<file path="config.mk">
export PLATFORM = sky130hd
export DESIGN_NAME = hilo_unit
export DESIGN_NICKNAME = d
export VERILOG_FILES = /design/src/rtl/hilo_unit.sv
export SDC_FILE = /design/constraint.sdc
export NUM_CORES = 1
export LEC_CHECK = 0
export ABC_AREA = 0
export ABC_CLOCK_PERIOD_IN_PS = 3310
export BUFFER_PORTS_ARGS = -buffer_cell sky130_fd_sc_hd__buf_2
export CORE_ASPECT_RATIO = 1.4
export CORE_MARGIN = 3
export CORE_UTILIZATION = 36
export DETAILED_ROUTE_END_ITERATION = 12
export PLACE_DENSITY = 0.65
export SLEW_MARGIN = 20
export SYNTH_ARGS = -nofsm -noshare
export SYNTH_HDL_FRONTEND = slang
export SYNTH_SLANG_ARGS = --single-unit
export TNS_END_PERCENT = 1
</file>
<file path="constraint.sdc">
create_clock -name clk -period 3.31 [get_ports clk]
set_clock_uncertainty 0.05 [all_clocks]
set_input_delay 0.662 -clock clk [delete_from_list [all_inputs] [get_ports clk]]
set_output_delay 0.662 -clock clk [all_outputs]
set_load 0.01 [all_outputs]
</file>
<file path="src/rtl/hilo_unit.sv">
// ---------------------------------------------------------------------------
// hilo_unit
//
// HI/LO register pair for a MIPS-style multiply/divide unit. A MUL or DIV
// result is captured when the operation is launched and committed to HI/LO
// a fixed number of cycles later. MTHI/MTLO write the registers directly
// while the unit is idle. MFHI/MFLO read the committed values
// combinationally. Requests that arrive while the unit is busy are held off
// with a stall.
//
// Parameters
//   MUL_LAT      cycles from an accepted MUL start to the HI/LO update (1..63)
//   DIV_LAT      cycles from an accepted DIV start to the HI/LO update (1..63)
//
// Ports
//   clk          clock, all state changes on the rising edge
//   rst_n        asynchronous active-low reset
//   start        launch a MUL/DIV writeback
//   is_div       0 = MUL, 1 = DIV (sampled with start)
//   alu_result   64-bit ALU result (sampled with start)
//   rem_in       DIV remainder (sampled with start)
//   b_zero       divisor is zero (sampled with start)
//   mt_en        MTHI/MTLO write request
//   mt_sel       target of mt_en: 0 = LO, 1 = HI
//   mt_data      MTHI/MTLO write data
//   rd_req       MFHI/MFLO read request
//   mf_sel       source of rd_data: 0 = LO, 1 = HI
//   rd_data      committed HI or LO, combinational
//   busy         operation in flight
//   stall        busy and a start, mt_en or rd_req is requested
//   done         one-cycle pulse following a commit
//   div_by_zero  sticky: last completed DIV had a zero divisor
// ---------------------------------------------------------------------------
module hilo_unit #(
    parameter int unsigned MUL_LAT = 4,
    parameter int unsigned DIV_LAT = 32
) (
    input  logic        clk,
    input  logic        rst_n,
    input  logic        start,
    input  logic        is_div,
    input  logic [63:0] alu_result,
    input  logic [31:0] rem_in,
    input  logic        b_zero,
    input  logic        mt_en,
    input  logic        mt_sel,
    input  logic [31:0] mt_data,
    input  logic        rd_req,
    input  logic        mf_sel,
    output logic [31:0] rd_data,
    output logic        busy,
    output logic        stall,
    output logic        done,
    output logic        div_by_zero
);

    typedef enum logic {
        IDLE = 1'b0,
        BUSY = 1'b1
    } state_t;

    // The counter is loaded with LAT-1 so that the commit happens on the
    // LAT-th edge after the accepting edge, and busy lasts exactly LAT cycles.
    localparam logic [5:0] MUL_CNT_INIT = 6'(MUL_LAT - 1);
    localparam logic [5:0] DIV_CNT_INIT = 6'(DIV_LAT - 1);

    state_t      state;
    logic [5:0]  cnt;
    logic [63:0] pending;
    logic        pend_div;
    logic        pend_bz;
    logic [31:0] hi;
    logic [31:0] lo;

    // Control FSM together with the HI/LO registers and the status flags.
    // A start while IDLE always takes priority over a simultaneous mt_en.
    // A DIV with a zero divisor still runs its full latency and pulses done,
    // but leaves HI/LO untouched and raises the sticky flag instead.
    always_ff @(posedge clk or negedge rst_n) begin
        if (!rst_n) begin
            state       <= IDLE;
            cnt         <= '0;
            pending     <= '0;
            pend_div    <= 1'b0;
            pend_bz     <= 1'b0;
            hi          <= '0;
            lo          <= '0;
            done        <= 1'b0;
            div_by_zero <= 1'b0;
        end else begin
            done <= 1'b0;
            if (state == IDLE) begin
                if (start) begin
                    pending     <= is_div ? {rem_in, alu_result[31:0]} : alu_result;
                    pend_div    <= is_div;
                    pend_bz     <= b_zero;
                    cnt         <= is_div ? DIV_CNT_INIT : MUL_CNT_INIT;
                    div_by_zero <= 1'b0;
                    state       <= BUSY;
                end else if (mt_en) begin
                    if (mt_sel) begin
                        hi <= mt_data;
                    end else begin
                        lo <= mt_data;
                    end
                end
            end else begin
                if (cnt != 6'd0) begin
                    cnt <= cnt - 6'd1;
                end else begin
                    if (pend_div && pend_bz) begin
                        div_by_zero <= 1'b1;
                    end else begin
                        hi <= pending[63:32];
                        lo <= pending[31:0];
                    end
                    done  <= 1'b1;
                    state <= IDLE;
                end
            end
        end
    end

    // Reads always see committed HI/LO; the pending result stays hidden
    // and a read during BUSY is covered by stall.
    assign rd_data = mf_sel ? hi : lo;
    assign busy    = (state == BUSY);
    assign stall   = busy & (start | mt_en | rd_req);

endmodule

</file>
==> reports/results.ini <==
[outcome]
status=complete, no violations

[floorplan]
die_area_mm2=0.0204
placementRows=58
io_pins=173
die_h_um=168
core-area_mm2=0.0181
start_util=0.372
die_w_um=122

[placement]
dpl.cell_count=1087
hpwl_um=11700
routabilityCongestion=0.798
placed_area_mm2=0.00776
port_buffers=172

[worst_setup_path]
arrival_ns=1.79
cp-end-kind=output port
path_class=input port to output port
required_ns=2.60
crit_top_cell=buf_2
cp_cell_sequence=buf_2 > buf_12 > nand2_1 > o21ai_0 > buf_2
cp-start-kind=input port
critical-path-top-delay-family=buffers and inverters
crit_slowest_cell=buf_2
path_buf_inv=3
path_max_fanout=41
slowest_delay_ns=0.58

[cts]
cts_resized=0
cts_made_buffers=17
cts_root_buffer=clkbuf_16
htree_num_levels=4
cts_sinks=139
tritoncts=done
clk_pin_slew_ns=0.06
clkLatencyLatePin_ns=0.41
holdBufCountCts=0
post_cts_buffers=0
clk_path_buf_depth=2

[route]
ant_nets=0
wl_per_cell_um=15.0
first_pass_iters=4
drtIter0Drc=222
num_vias=5299
wirelength_um=16800
viasPerCell=4.74
drc=0

[layout]
final_area_mm2=0.00834
nets=1005
areaGrowthSynthToFinish_pct=23.7
drive_gt1_frac=0.249
fill_cells=1793
n_antenna_cell=0
final_cells=1119

[synthesis]
synth_seq_cells=139
ys_types=35
syn_inst=711
synth_edf_count=0
syn_area_per_cell_um2=9.48
ys.flop_type=dfrtp_1
synth_area_mm2=0.00674
syn_nets=850
yosysWarnings=0
yosysSeqAreaShare=0.516
synthArstFlopShare=1.00

[global_route]
grt_first_pass_wirelength_um=26300
globalRouteOverflowTotal=0
first_global_vias=5255
grt_max_degree=79
antenna_found_initial=0
gr-usage-all-layers=0.165

[power_and_ir_drop]
finalPower_mw=7.22
powerDensity_mw_per_mm2=866
cellLeakagePower_nw=4.14
vdd_ir_drop_max_mv=0.400

[timing]
tightest_slew_ns=0.814
tns_ns=0
whs_ns=0.182
hold_violations=0
maxSlewViolCount=0
final.period_utilization=0.757
rsz0062_at_grt=no
setup_violations=0
max_slew_margin=0.457
fmaxAchievable_mhz=399
fin_crit_ns=2.51

[job]
cap_violations=0

[min_path]
hp-class=input port to asynchronous set/reset pin

[cell type report]
type                    instances  area (um2)  area share
flip-flops and latches        139        3480       0.417
multi-input cells             459        2720       0.326
repair buffers                182        1000       0.120
clock buffers                  20         447      0.0536
well taps                     240         300      0.0360
inverters                      67         251      0.0302
clock inverters                12         138      0.0165
[sequential cells by signal (all words and copies together) (netlist names)]
| register | flops |
|---|---|
| busy | 1 |
| cnt | 6 |
| lo | 32 |
| hi | 32 |
| div_by_zero | 1 |
| pending | 64 |
| pend_div | 1 |
| done | 1 |
| pend_bz | 1 |
[worst paths after layout]
check / start / to / slack [ns] / cells after the start
worst max-delay path: mf_sel / rd_data[29] / 0.80 / 5
worst min-delay path: rst_n / pending[48]$_DFFE_PN0P_ / 0.18 / 1
worst max register to register: cnt[0]$_DFFE_PN0P_ / lo[8]$_DFFE_PN0P_ / 0.99 / 6
worst min register to register: pending[4]$_DFFE_PN0P_ / pending[4]$_DFFE_PN0P_ / 0.42 / 2
max in group asynchronous: rst_n / busy$_DFF_PN0_ / 2.21 / 2
min in group clk: alu_result[2] / pending[2]$_DFFE_PN0P_ / 0.38 / 3
[synthesized netlist by cell type, types with 2 or more instances]
cell,n,area [um2]
nand2_1,170,638
dfrtp_1,139,3480
mux2i_1,96,961
inv_1,67,251
o21ai_0,65,325
a21oi_1,64,320
nor2b_1,34,213
clkbuf_1,19,71.3
buf_2,18,90.1
buf_12,5,100
nand3_1,4,20.0
buf_6,3,33.8
a41o_1,2,20.0
ha_1,2,25.0
nor2_1,2,7.51
o311ai_0,2,17.5
[report_power, final]
group	switching, mW	leakage [nW]	internal, mW
clock	0.746	0.281	1.14
sequential	0.454	1.71	2.52
combinational	1.35	2.15	1.02
[stage by stage]
stage,utilization,setup WS (ns)
after floorplan,-,1.23
final,0.460,0.804
after global routing,0.460,0.678
after detailed placement,0.428,0.780
after CTS,0.460,0.775
after global placement,0.428,0.806
[layer usage]
metal | share of wire | routed length [um] | vias up | track usage
met5 | 0 | 0 | - | 0
met4 | 0.022 | 364 | 0 | 0.0634
met3 | 0.043 | 718 | 23 | 0.0343
met2 | 0.52 | 8790 | 130 | 0.290
met1 | 0.41 | 6930 | 2496 | 0.195
li1 | - | - | 2650 | -
[cells in the final DEF, fill, tap and decap left out, types with 2 or more instances in the layout]
cell type	instances
dfrtp_1	138
bufinv_16	2
clkinv_4	3
mux2i_1	96
buf_2	171
clkbuf_16	17
clkinvlp_4	2
nor2_1	2
clkinv_2	2
o311ai_0	2
buf_12	5
clkbuf_1	2
nand3_1	4
inv_1	67
buf_4	5
a21oi_1	64
o21ai_0	65
nand2_1	170
ha_1	2
nor2b_1	33
a41o_2	2
inv_6	3
[logic make-up after synthesis]
family                   after synthesis  share of synthesized area
AO/OA/AOI/OAI                        142                      0.112
multiplexers                          96                      0.143
AND/OR/NAND/NOR                      219                      0.142
buffers and inverters                113                     0.0833
flip-flops                           139                      0.516
adder cells (fa/ha/maj)                2                    0.00371
(Power assumes the default switching activity.)
